## src/rtl/difficulty_select_pkg.sv

```systemverilog
// Shared difficulty encodings, used by the selector, the HEX4 display and the game-timing logic.
package difficulty_select_pkg;

    localparam int unsigned DIFF_W = 3;

    typedef logic [DIFF_W-1:0] diff_t;

    localparam diff_t DIFF_EASY   = 3'b001;
    localparam diff_t DIFF_MEDIUM = 3'b010;
    localparam diff_t DIFF_HARD   = 3'b100;

endpackage

```

## src/rtl/difficulty_select_if.sv

```systemverilog
// Button, lock and difficulty signals between the board I/O and the difficulty selector.
interface difficulty_select_if;
    import difficulty_select_pkg::*;

    logic  key_up_n;
    logic  key_down_n;
    logic  lock;
    diff_t diff;
    logic  diff_changed;

    modport master (
        output key_up_n,
        output key_down_n,
        output lock,
        input  diff,
        input  diff_changed
    );

    modport slave (
        input  key_up_n,
        input  key_down_n,
        input  lock,
        output diff,
        output diff_changed
    );

endinterface

```

## src/rtl/key_debounce.sv

```systemverilog
// Two-flop synchroniser, stability counter and single-cycle press pulse for one active-low button.
module key_debounce #(
    parameter int unsigned DEBOUNCE_CYCLES = 500000,
    parameter int unsigned CNT_W           = $clog2(DEBOUNCE_CYCLES)
) (
    input  logic clk,
    input  logic rst,
    input  logic key_n,
    output logic press
);

    localparam logic [CNT_W-1:0] CNT_MAX = CNT_W'(DEBOUNCE_CYCLES - 1);

    logic [1:0]       sync_q;
    logic             s;
    logic             db_q, db_d;
    logic             db_dly_q;
    logic             press_q;
    logic [CNT_W-1:0] cnt_q, cnt_d;

    assign s = ~sync_q[1];

    always_comb begin
        db_d  = db_q;
        cnt_d = '0;
        if (s != db_q) begin
            if (cnt_q == CNT_MAX) begin
                db_d = s;
            end else begin
                cnt_d = cnt_q + CNT_W'(1);
            end
        end
    end

    // Synchroniser resets to released so a button held through reset is re-qualified from scratch.
    always_ff @(posedge clk or posedge rst) begin
        if (rst) begin
            sync_q   <= 2'b11;
            db_q     <= 1'b0;
            db_dly_q <= 1'b0;
            cnt_q    <= '0;
            press_q  <= 1'b0;
        end else begin
            sync_q   <= {sync_q[0], key_n};
            db_q     <= db_d;
            db_dly_q <= db_q;
            cnt_q    <= cnt_d;
            press_q  <= db_q & ~db_dly_q;
        end
    end

    assign press = press_q;

endmodule

```

## src/rtl/difficulty_select.sv

```systemverilog
// Difficulty selector: debounced up/down buttons step a saturating one-hot EASY/MEDIUM/HARD state.
module difficulty_select
    import difficulty_select_pkg::*;
#(
    parameter int unsigned DEBOUNCE_CYCLES = 500000,
    parameter int unsigned CNT_W           = $clog2(DEBOUNCE_CYCLES)
) (
    input logic                clk,
    input logic                rst,
    difficulty_select_if.slave bus
);

    logic  up_press, down_press;
    logic  up_ok, down_ok;
    // Kept as a raw vector rather than an enum so corrupted codes stay representable and recoverable.
    diff_t diff_q, diff_d;
    logic  changed_q, changed_d;

    key_debounce #(
        .DEBOUNCE_CYCLES(DEBOUNCE_CYCLES),
        .CNT_W          (CNT_W)
    ) u_up (
        .clk  (clk),
        .rst  (rst),
        .key_n(bus.key_up_n),
        .press(up_press)
    );

    key_debounce #(
        .DEBOUNCE_CYCLES(DEBOUNCE_CYCLES),
        .CNT_W          (CNT_W)
    ) u_down (
        .clk  (clk),
        .rst  (rst),
        .key_n(bus.key_down_n),
        .press(down_press)
    );

    assign up_ok   = up_press & ~down_press & ~bus.lock;
    assign down_ok = down_press & ~up_press & ~bus.lock;

    always_comb begin
        diff_d = diff_q;
        unique case (diff_q)
            DIFF_EASY: begin
                if (up_ok) diff_d = DIFF_MEDIUM;
            end
            DIFF_MEDIUM: begin
                if (up_ok) begin
                    diff_d = DIFF_HARD;
                end else if (down_ok) begin
                    diff_d = DIFF_EASY;
                end
            end
            DIFF_HARD: begin
                if (down_ok) diff_d = DIFF_MEDIUM;
            end
            default: diff_d = DIFF_EASY;
        endcase
        changed_d = (diff_d != diff_q);
    end

    always_ff @(posedge clk or posedge rst) begin
        if (rst) begin
            diff_q    <= DIFF_EASY;
            changed_q <= 1'b0;
        end else begin
            diff_q    <= diff_d;
            changed_q <= changed_d;
        end
    end

    assign bus.diff         = diff_q;
    assign bus.diff_changed = changed_q;

endmodule

```

## src/flat_wrapper.sv

```systemverilog
// flat-port wrapper written by rule: the top's interface ports become plain ports
module difficulty_select_flat import difficulty_select_pkg::*;
#(
    parameter int unsigned DEBOUNCE_CYCLES = 500000,
    parameter int unsigned CNT_W           = $clog2(DEBOUNCE_CYCLES)
)
  (clk, rst, bus_key_up_n, bus_key_down_n, bus_lock, bus_diff, bus_diff_changed);
  difficulty_select_if bus_i ();
  input logic clk;
  input logic rst;
  input wire logic [$bits(bus_i.key_up_n)-1:0] bus_key_up_n;
  input wire logic [$bits(bus_i.key_down_n)-1:0] bus_key_down_n;
  input wire logic [$bits(bus_i.lock)-1:0] bus_lock;
  output wire logic [$bits(bus_i.diff)-1:0] bus_diff;
  output wire logic [$bits(bus_i.diff_changed)-1:0] bus_diff_changed;
  assign bus_i.key_up_n = bus_key_up_n;
  assign bus_i.key_down_n = bus_key_down_n;
  assign bus_i.lock = bus_lock;
  assign bus_diff = bus_i.diff;
  assign bus_diff_changed = bus_i.diff_changed;
  difficulty_select #(.DEBOUNCE_CYCLES(DEBOUNCE_CYCLES), .CNT_W(CNT_W)) u_core (.clk(clk), .rst(rst), .bus(bus_i));
endmodule
```

## config.mk

```make
export PLATFORM = sky130hd
export DESIGN_NAME = difficulty_select_flat
export DESIGN_NICKNAME = d
export VERILOG_FILES = /design/src/rtl/difficulty_select_pkg.sv /design/src/rtl/difficulty_select_if.sv /design/src/rtl/key_debounce.sv /design/src/rtl/difficulty_select.sv /design/src/flat_wrapper.sv
export SDC_FILE = /design/constraint.sdc
export NUM_CORES = 1
export LEC_CHECK = 0
export CAP_MARGIN = 30
export CORE_MARGIN = 2
export CORE_UTILIZATION = 36
export CTS_CLUSTER_DIAMETER = 100
export DETAILED_ROUTE_END_ITERATION = 12
export PLACE_DENSITY_LB_ADDON = 0.1
export SYNTH_ARGS = -nofsm -noshare
export SYNTH_HDL_FRONTEND = slang
export SYNTH_HIERARCHICAL = 1
export SYNTH_SLANG_ARGS = --single-unit
```

## constraint.sdc

```tcl
create_clock -name clk -period 1.8 [get_ports clk]
set_input_delay 0.36 -clock clk [delete_from_list [all_inputs] [get_ports clk]]
set_output_delay 0.36 -clock clk [all_outputs]
set_load 0.01 [all_outputs]
```

==> flow_summary_export.csv, run 1 <==
group,metric,value,unit
status,status,"finished clean",
layout,fin_area,2930,um2
logic_synthesis,yosysWarningCount,6,
clock_tree,cts_tree,"yes",
critical_path,slowest_stage,"or4_1",
sta,worstMarginPinSlew,353,ps
global_routing,gr-total-overflow,0,
critical_path,crit_arrival,1880,ps
sta,hold_ws,304,ps
clock_tree,cts_sinks,52,
sta,fmax,586,MHz
detailed_routing,wirelength,4730,um
floorplanning,row_count,30,
detailed_routing,drc,0,
layout,area_growth,13.2,%
global_routing,track_usage,13.6,%
floorplanning,fp.coreArea,6870,um2
logic_synthesis,post_synth_mux_area_share,0,%
layout,most-common-layout-cells,"dfrtp_1 (47), nor2_1 (38), xnor2_1 (17), buf_4 (17), nand3_1 (15)",
global_routing,grt_max_degree,25,
clock_tree,postCtsSetupRepairBufs,0,
placed_design,port_buffers,8,
critical_path,path_cells,"or4_1, nor3_2, a21bo_1, buf_12, a21oi_1",
power,pwr_density_cell,664,nW/um2
critical_path,rr_startpoint,"u_core/u_down/cnt_q[11]$_DFF_PP0_",
worst_hold_path,hold_path_class,"input pin to async pin",
logic_synthesis,synthAdderAreaFrac,0.965,%
power,ir_drop,0.000335,V
detailed_routing,dr.pass1.iters,4,
critical_path,cp-end-kind,"register",
global_routing,antenna_found_initial,0,
sta,finalMaxSlewViolations,0,
clock_tree,clkTransAtPathRegs,90,ps
detailed_routing,vias_per_cell,4.87,
logic_synthesis,synthArstFlopShare,100,%
global_routing,grt_pass1_vias,1774,
logic_synthesis,synth.distinct_cells,42,
sta,hold_viol_final,0,
sta,min_period,1710,ps
placed_design,place_congestion,0.756,
sta,setup_viol,0,
floorplanning,dieArea,7900,um2
critical_path,cp.required,1980,ps
placed_design,hpwl,3370,um
detailed_routing,antenna_left,0,
logic_synthesis,ys_ff_latch,52,
clock_tree,cts_max_level,2,
logic_synthesis,syn_inst,247,
sta,timing.final.crit_share,94.7,%
sta,setup_tns,0,ps
clock_tree,cts-root-buf,"clkbuf_8",
job,max_cap_viol_count,0,
placed_design,placed_cells,358,
clock_tree,cts_hold_repair.buffers,0,
clock_tree,clk-insertion-delay-late,310,ps
sta,fin_skew,13.6,ps
logic_synthesis,netlist_area,2590,um2
layout,drive_gt1_share,15.6,%
logic_synthesis,synth_compound_area_share,6.18,%
detailed_routing,wire_per_inst,12.9,um
logic_synthesis,synth-xor-area-share,10.5,%
critical_path,path_class,"register to register",
critical_path,crit_fanout,18,
global_routing,grt_pass1_wl,8500,um
critical_path,cp-start-kind,"register",
clock_tree,cts_buffers,5,
layout,layoutNonFillerInstCount,366,
critical_path,setup.worst_path.start,"u_core/u_down/cnt_q[11]$_DFF_PP0_",
layout,fill_cells,694,
critical_path,r2r_cells,5,
floorplanning,ios,9,
layout,final_common_cell,"dfrtp_1",
logic_synthesis,synth_ff_type,"dfrtp_1",
power,p_leak,1.20,nW
logic_synthesis,syn-mean-instance-area,10.5,um2
critical_path,critical-path-max-stage-delay,550,ps
logic_synthesis,ys_seq_area_share,50.4,%
floorplanning,die_x,88.9,um
logic_synthesis,syn_nets,254,
layout,antenna_cells,0,
layout,multi_input_area,1170,um2
layout,fin_nets,276,
sta,slew_headroom,76.3,%
logic_synthesis,synth_top_family_by_area,"simple AND/OR/NAND/NOR gates",
floorplanning,start_util,37.7,%
logic_synthesis,synth_edf_count,0,
layout,ff_latch_area,1310,um2
placed_design,dpl_cell_area,2840,um2
detailed_routing,drt_iter0_markers,75,
clock_tree,cts_resized,1,
clock_tree,cts_buffer_depth,2,
floorplanning,die_y,88.9,um
logic_synthesis,synthSimpleGateAreaFrac,27.3,%
detailed_routing,dr_total_vias,1783,
==> through the flow <==
| stage | utilization [%] | power, mW | setup slack (ps) |
|---|---|---|---|
| floorplan | - | 1.28 | 116 |
| global route | 42.7 | 2.06 | -13.5 |
| finish | 42.7 | 1.95 | 94.9 |
| detailed placement | 41.3 | 1.31 | 86.7 |
| global placement | 41.3 | 1.31 | 90.7 |
| CTS | 42.6 | 2.00 | 90.4 |
==> synthesized netlist by cell type (3+ instances only) <==
library cell  instances  area share [%]
a21oi_1               8             1.5
and3_1                4            0.97
and4_1                4             1.4
buf_6                 3             1.3
dfrtp_1              47              45
dfstp_2               5             5.1
inv_1                 5            0.72
nand2_1              11             1.6
nand3_1              16             3.1
nand4_1               8             1.9
nand4b_1              4             1.4
nor2_1               39             5.6
nor2b_1               7             1.7
nor3_1                3            0.58
nor4_1                4            0.97
o31ai_1               5             1.4
or4_1                 4             1.2
or4b_1                4             1.5
xnor2_1              17             5.7
xor2_1               14             4.7
==> worst max-delay path, delay by kind of cell (launching register included) <==
family / cells / cell delay [ps]
AND/OR/NAND/NOR: 2 / 770
flip-flops: 1 / 440
AO/OA/AOI/OAI: 2 / 220
buffers and inverters: 1 / 150
==> state kept, by name, indices dropped and copies added (netlist names) <==
register / count
u_core/u_down/cnt_q: 19
u_core/u_up/cnt_q: 19
u_core/bus.diff: 3
u_core/u_down/sync_q: 2
u_core/u_up/sync_q: 2
u_core/bus.diff_changed: 1
u_core/u_down/db_dly_q: 1
u_core/u_down/db_q: 1
u_core/u_down/press: 1
u_core/u_up/db_dly_q: 1
u_core/u_up/db_q: 1
u_core/u_up/press: 1
==> cells by family after synthesis <==
family                     Yosys count
and+or+nand+nor                    123
xor gates and xnor gates            31
AOI/OAI and AO/OA                   23
adders and majority gates            2
buffers and inverters               16
DFF                                 52
==> metal layers <==
layer	share of wire (%)	global-route usage [%]	routed length (um)
met3	3.4	3.17	159
met2	44	20.6	2100
met1	51	19.4	2430
met4	0.89	4.13	42
met5	0	0	0
==> power breakdown <==
group	total, mW	leakage, nW	switching, mW	internal [mW]
clock network	0.662	0.0414	0.384	0.277
registers	1.20	0.704	0.0139	1.19
logic	0.0871	0.458	0.0523	0.0347
==> final timing paths <==
kind | end | slack (ps)
max in group asynchronous | u_core/u_down/sync_q[0]$_DFF_PP1_ | 1050
hold reg to reg | u_core/u_up/sync_q[1]$_DFF_PP1_ | 360
setup / recovery | u_core/u_down/cnt_q[18]$_DFF_PP0_ | 90
setup reg to reg | u_core/u_down/cnt_q[18]$_DFF_PP0_ | 90
min in group clk | u_core/u_up/sync_q[1]$_DFF_PP1_ | 360
hold / removal | u_core/bus.diff_changed$_DFF_PP0_ | 300
==> final cells by class <==
type / count / share of cell area [%]
Sequential cell: 52 / 44.6
Multi-Input combinational cell: 179 / 40.0
Timing Repair Buffer: 26 / 7.72
Tap cell: 96 / 4.09
Clock buffer: 6 / 2.47
Inverter: 5 / 0.640
Clock inverter: 2 / 0.554
(Power assumes the default switching activity.)
==> run 2, diff against run 1 <==
- GPL_TIMING_DRIVEN: default -> 0
==> run 2 against run 1 <==
- clock power down 6.6%
- critical endpoint unchanged
- hold slack lost 4.9 ps
- via count is 4.5% higher
- flip-flop and latch count unchanged
- critical path depth is the same
- non-clock buffer count is 4 higher
- combinational power increased by 15%
- die area stayed put
==> flow_summary_export.csv, run 2 (same netlist as run 1, synthesis figures left out) <==
group,metric,value,unit
critical_path,slowest_stage,"or4b_1",
floorplanning,die_y,88.9,um
clock_tree,clkTransAtPathRegs,90,ps
floorplanning,dieArea,7900,um2
clock_tree,clk-insertion-delay-late,290,ps
layout,fin_nets,280,
global_routing,grt_max_degree,25,
floorplanning,row_count,30,
detailed_routing,wirelength,5020,um
layout,antenna_cells,0,
global_routing,gr-total-overflow,0,
layout,final_common_cell,"dfrtp_1",
critical_path,reg2reg_slack,50,ps
critical_path,critical-path-max-stage-delay,470,ps
critical_path,cpLargestDelayFamily,"simple AND/OR/NAND/NOR gates",
clock_tree,cts-root-buf,"clkbuf_8",
detailed_routing,vias_per_cell,5.05,
global_routing,grt_pass1_wl,8440,um
detailed_routing,drc,0,
critical_path,path_class,"register to register",
floorplanning,fp.coreArea,6870,um2
global_routing,antenna_found_initial,0,
detailed_routing,dr.pass1.iters,4,
status,status,"finished clean",
layout,layoutNonFillerInstCount,369,
critical_path,crit_arrival,1970,ps
power,p_leak,1.23,nW
placed_design,placed_cells,352,
sta,grt_setup_unrepaired,"true",
sta,fin_skew,4.23,ps
job,max_cap_viol_count,0,
floorplanning,ios,9,
sta,finalMaxSlewViolations,0,
clock_tree,cts_buffers,5,
critical_path,crit_buf_inv,1,
layout,drive_gt1_share,18.7,%
power,power,1.92,mW
placed_design,port_buffers,8,
floorplanning,start_util,37.7,%
sta,timing.final.crit_share,97.4,%
critical_path,cp-end-kind,"register",
clock_tree,cts_buffer_depth,2,
critical_path,cp.required,2020,ps
critical_path,cp-start-kind,"register",
sta,worstMarginPinSlew,905,ps
clock_tree,cts_sinks,52,
detailed_routing,drt_iter0_markers,63,
layout,most-common-layout-cells,"dfrtp_1 (45), nor2_1 (38), xnor2_1 (17)",
power,pwr_density_cell,636,nW/um2
sta,slew_headroom,39.6,%
detailed_routing,dr_total_vias,1864,
layout,post-route-util,44.0,%
sta,min_period,1750,ps
critical_path,r2r_cells,5,
placed_design,hpwl,3450,um
sta,hold_viol_final,0,
detailed_routing,wire_per_inst,13.6,um
sta,setup_viol,0,
layout,area_growth,16.5,%
global_routing,grt_pass1_vias,1785,
power,ir_drop,0.000308,V
clock_tree,cts_max_level,2,
placed_design,place_congestion,0.737,
worst_hold_path,hold_path_class,"input pin to async pin",
critical_path,crit_fanout,6,
sta,fmax,570,MHz
detailed_routing,antenna_left,0,
critical_path,rr_startpoint,"u_core/u_down/cnt_q[10]$_DFF_PP0_",
critical_path,r2r-end,"u_core/u_down/cnt_q[18]$_DFF_PP0_",
clock_tree,cts_tree,"yes",
global_routing,track_usage,13.9,%
floorplanning,die_x,88.9,um
critical_path,path_cells,"buf_4, nand4_1, or2_2, or4b_1, a21oi_1",
[run 2: changes by cell type in the layout (fill, tap and decap cells not counted), sizes merged]
cell	previous run	this run
clkinvlp	1	0
clkbuf	6	9
dlygate4sd2	1	0
buf	18	19
clkdlybuf4s50	7	8
[run 2: timing repair]
action / 4_1_cts / 5_1_grt
pin swaps: 2 / 4
setup endpoints to repair: 20 / 23
hold buffers: 0 / 0
gates resized for setup: 0 / 12
buffers inserted: 2 / 9
[run 2: final cells by class]
type	count	area [um2]
plain buffers	10	97.6
well taps	96	120
clock inverters	1	5.00
clock buffers	6	72.6
inverters	5	18.8
repair buffers	20	190
multi-input cells	179	1200
fillers	679	3850
flip-flops and latches	52	1310
[run 2: metal layers]
metal | part of all wire [%] | track usage, %
met5 | 0 | 0
met2 | 45 | 21.3
met4 | 0.88 | 3.72
met1 | 51 | 19.7
met3 | 2.9 | 3.17
[run 2: power by group]
part / leakage [nW] / switching (mW) / internal (mW)
clock network: 0.0410 / 0.353 / 0.265
logic: 0.487 / 0.0548 / 0.0456
registers: 0.701 / 0.0142 / 1.19
total: 1.23 / 0.422 / 1.50
[run 2: worst max-delay path by stage]
stage	end	slack (ps)	cells after the start	from
global route	u_core/u_down/cnt_q[18]$_DFF_PP0_	-30	5	u_core/u_down/cnt_q[10]$_DFF_PP0_
floorplan	u_core/u_down/cnt_q[10]$_DFF_PP0_	120	6	u_core/u_down/cnt_q[11]$_DFF_PP0_
CTS	u_core/u_up/cnt_q[18]$_DFF_PP0_	6	5	u_core/u_up/cnt_q[0]$_DFF_PP0_
global placement	u_core/u_down/cnt_q[11]$_DFF_PP0_	-50	6	u_core/u_down/cnt_q[11]$_DFF_PP0_
finish	u_core/u_down/cnt_q[18]$_DFF_PP0_	50	5	u_core/u_down/cnt_q[10]$_DFF_PP0_
detailed placement	u_core/u_down/cnt_q[16]$_DFF_PP0_	-50	6	u_core/u_down/cnt_q[11]$_DFF_PP0_
[run 2: stage by stage]
stage,instance area [um2],worst slack [ps],setup TNS (ps),hold slack [ps]
after floorplan,2590,116,0,125
after global placement,2790,-47.9,-718,347
after detailed placement,2810,-50.0,-686,349
after CTS,2900,6.40,0,299
after global routing,3020,-30.7,-166,326
final,3020,46.4,0,300
==> run 3, diff against run 2 <==
- REMOVE_ABC_BUFFERS: default -> 1
- SKIP_CTS_REPAIR_TIMING: default -> 1
==> run 3 against run 2 <==
- largest cell class unchanged
- sequential power hardly changed
- count of clock-buffer cells in the layout stayed put
- sequential share of layout area is 0.054 points higher
- register-to-register slack worse by 20 ps
- first-iteration DRC count is 13% lower
- flip-flop and latch count stayed put
- clock skew is 8.6 ps higher
- die area stayed put
- setup slack worse by 25 ps
==> flow_summary_export.csv, run 3 (same netlist as run 1, synthesis figures left out) <==
group,metric,value,unit
status,status,"finished clean",
clock_tree,cts_buffers,5,
critical_path,crit_fanout,6,
floorplanning,dieArea,7900,um2
floorplanning,die_x,88.9,um
layout,fill_cells,657,
clock_tree,cts-root-buf,"clkbuf_8",
placed_design,hpwl,3160,um
layout,area_growth,16.3,%
critical_path,crit_buf_inv,0,
floorplanning,start_util,37.7,%
job,max_cap_viol_count,0,
critical_path,cpLargestDelayFamily,"simple AND/OR/NAND/NOR gates",
detailed_routing,dr_total_vias,1840,
critical_path,r2r-end,"u_core/u_up/cnt_q[0]$_DFF_PP0_",
clock_tree,clkTransAtPathRegs,100,ps
layout,final_common_cell,"dfrtp_1",
power,p_leak,1.19,nW
sta,hold_viol_final,0,
detailed_routing,wirelength,5090,um
critical_path,path_class,"register to register",
sta,worstMarginPinSlew,484,ps
sta,hold_ws,290,ps
clock_tree,cts_sinks,52,
floorplanning,row_count,30,
sta,slew_headroom,67.5,%
global_routing,grt_max_degree,19,
layout,most-common-layout-cells,"dfrtp_1 (45), nor2_1 (37), xnor2_1 (17)",
power,ir_drop,0.000309,V
detailed_routing,drt_iter0_markers,55,
critical_path,path_cells,"or4_4, nor3_4, a21bo_2, nor2_1",
sta,setup_tns,0,ps
critical_path,r2r_cells,4,
critical_path,cp-start-kind,"register",
detailed_routing,vias_per_cell,5.11,
power,comb_power_share,5.0,%
placed_design,port_buffers,8,
sta,fmax,562,MHz
global_routing,antenna_found_initial,0,
sta,fin_skew,12.9,ps
detailed_routing,antenna_left,0,
clock_tree,cts_max_level,2,
critical_path,slowest_stage,"or4_4",
detailed_routing,wire_per_inst,14.1,um
layout,post-route-util,43.9,%
clock_tree,cts_buffer_depth,2,
floorplanning,fp.coreArea,6870,um2
power,switching_share,21.6,%
power,pwr_density_cell,696,nW/um2
power,p_clk_share,37.8,%
power,power,2.10,mW
global_routing,grt_pass1_wl,8320,um
global_routing,track_usage,13.5,%
floorplanning,ios,9,
global_routing,grt_pass1_vias,1711,
clock_tree,cts_tree,"yes",
global_routing,gr-total-overflow,0,
floorplanning,die_y,88.9,um
critical_path,reg2reg_slack,20,ps
power,power.switching,0.454,mW
sta,grt_setup_unrepaired,"true",
sta,min_period,1780,ps
layout,fin_nets,270,
worst_hold_path,hold_path_class,"input pin to async pin",
sta,setup_viol,0,
clock_tree,clk-insertion-delay-late,300,ps
layout,antenna_cells,0,
placed_design,place_congestion,0.746,
power,seqPwrFrac,57.2,%
critical_path,critical-path-max-stage-delay,560,ps
critical_path,cp.required,1990,ps
detailed_routing,dr.pass1.iters,4,
layout,drive_gt1_share,17.4,%
sta,timing.final.crit_share,98.8,%
power,internal_power,1.65,mW
critical_path,crit_arrival,1970,ps
critical_path,cp-end-kind,"register",
critical_path,rr_startpoint,"u_core/u_up/cnt_q[10]$_DFF_PP0_",
sta,finalMaxSlewViolations,0,
detailed_routing,drc,0,
-- run 3: per-stage QoR --
stage / area (um2) / cells / worst slack [ps]
6_report: 3020 / 360 / 21.8
4_1_cts: 2850 / 350 / -284
3_3_place_gp: 2690 / 340 / -265
3_5_place_dp: 2750 / 342 / -283
5_1_grt: 3020 / 360 / -27.7
2_1_floorplan: 2490 / 236 / 59.3
-- run 3: power by group through the flow --
stage	registers (mW)	clock network [mW]	logic, mW
global placement	1.22	0	0.0765
global route	1.20	0.875	0.121
finish	1.20	0.794	0.105
CTS	1.20	0.830	0.0905
detailed placement	1.22	0	0.0899
floorplan	1.22	0	0.0476
-- run 3: final cells by class --
class                   count  area [um2]  area share [%]
repair buffers             16         183            6.06
multi-input cells         183        1280            42.3
flip-flops and latches     52        1310            43.4
clock buffers               6        72.6            2.41
clock inverters             2        35.0            1.16
well taps                  96         120            3.98
inverters                   5        18.8           0.622
-- run 3: worst max-delay path by stage --
| stage | start | endpoint | slack, ps | cells after the start |
|---|---|---|---|---|
| after floorplan | u_core/u_down/cnt_q[11]$_DFF_PP0_ | u_core/u_down/cnt_q[10]$_DFF_PP0_ | 60 | 4 |
| after global placement | u_core/u_down/cnt_q[11]$_DFF_PP0_ | u_core/u_down/cnt_q[2]$_DFF_PP0_ | -270 | 4 |
| after detailed placement | u_core/u_down/cnt_q[11]$_DFF_PP0_ | u_core/u_down/cnt_q[8]$_DFF_PP0_ | -280 | 4 |
| after CTS | u_core/u_down/cnt_q[11]$_DFF_PP0_ | u_core/u_down/cnt_q[9]$_DFF_PP0_ | -280 | 4 |
| after global routing | u_core/u_up/cnt_q[10]$_DFF_PP0_ | u_core/u_up/cnt_q[0]$_DFF_PP0_ | -30 | 4 |
| final | u_core/u_up/cnt_q[10]$_DFF_PP0_ | u_core/u_up/cnt_q[0]$_DFF_PP0_ | 20 | 4 |
-- run 3: layer usage --
| layer | up-vias | track usage, % | wire length (um) |
|---|---|---|---|
| met3 | 10 | 3.17 | 139 |
| li1 | 916 | - | - |
| met2 | 24 | 19.7 | 2180 |
| met1 | 890 | 19.6 | 2690 |
| met5 | - | 0 | 0 |
| met4 | 0 | 4.41 | 74 |
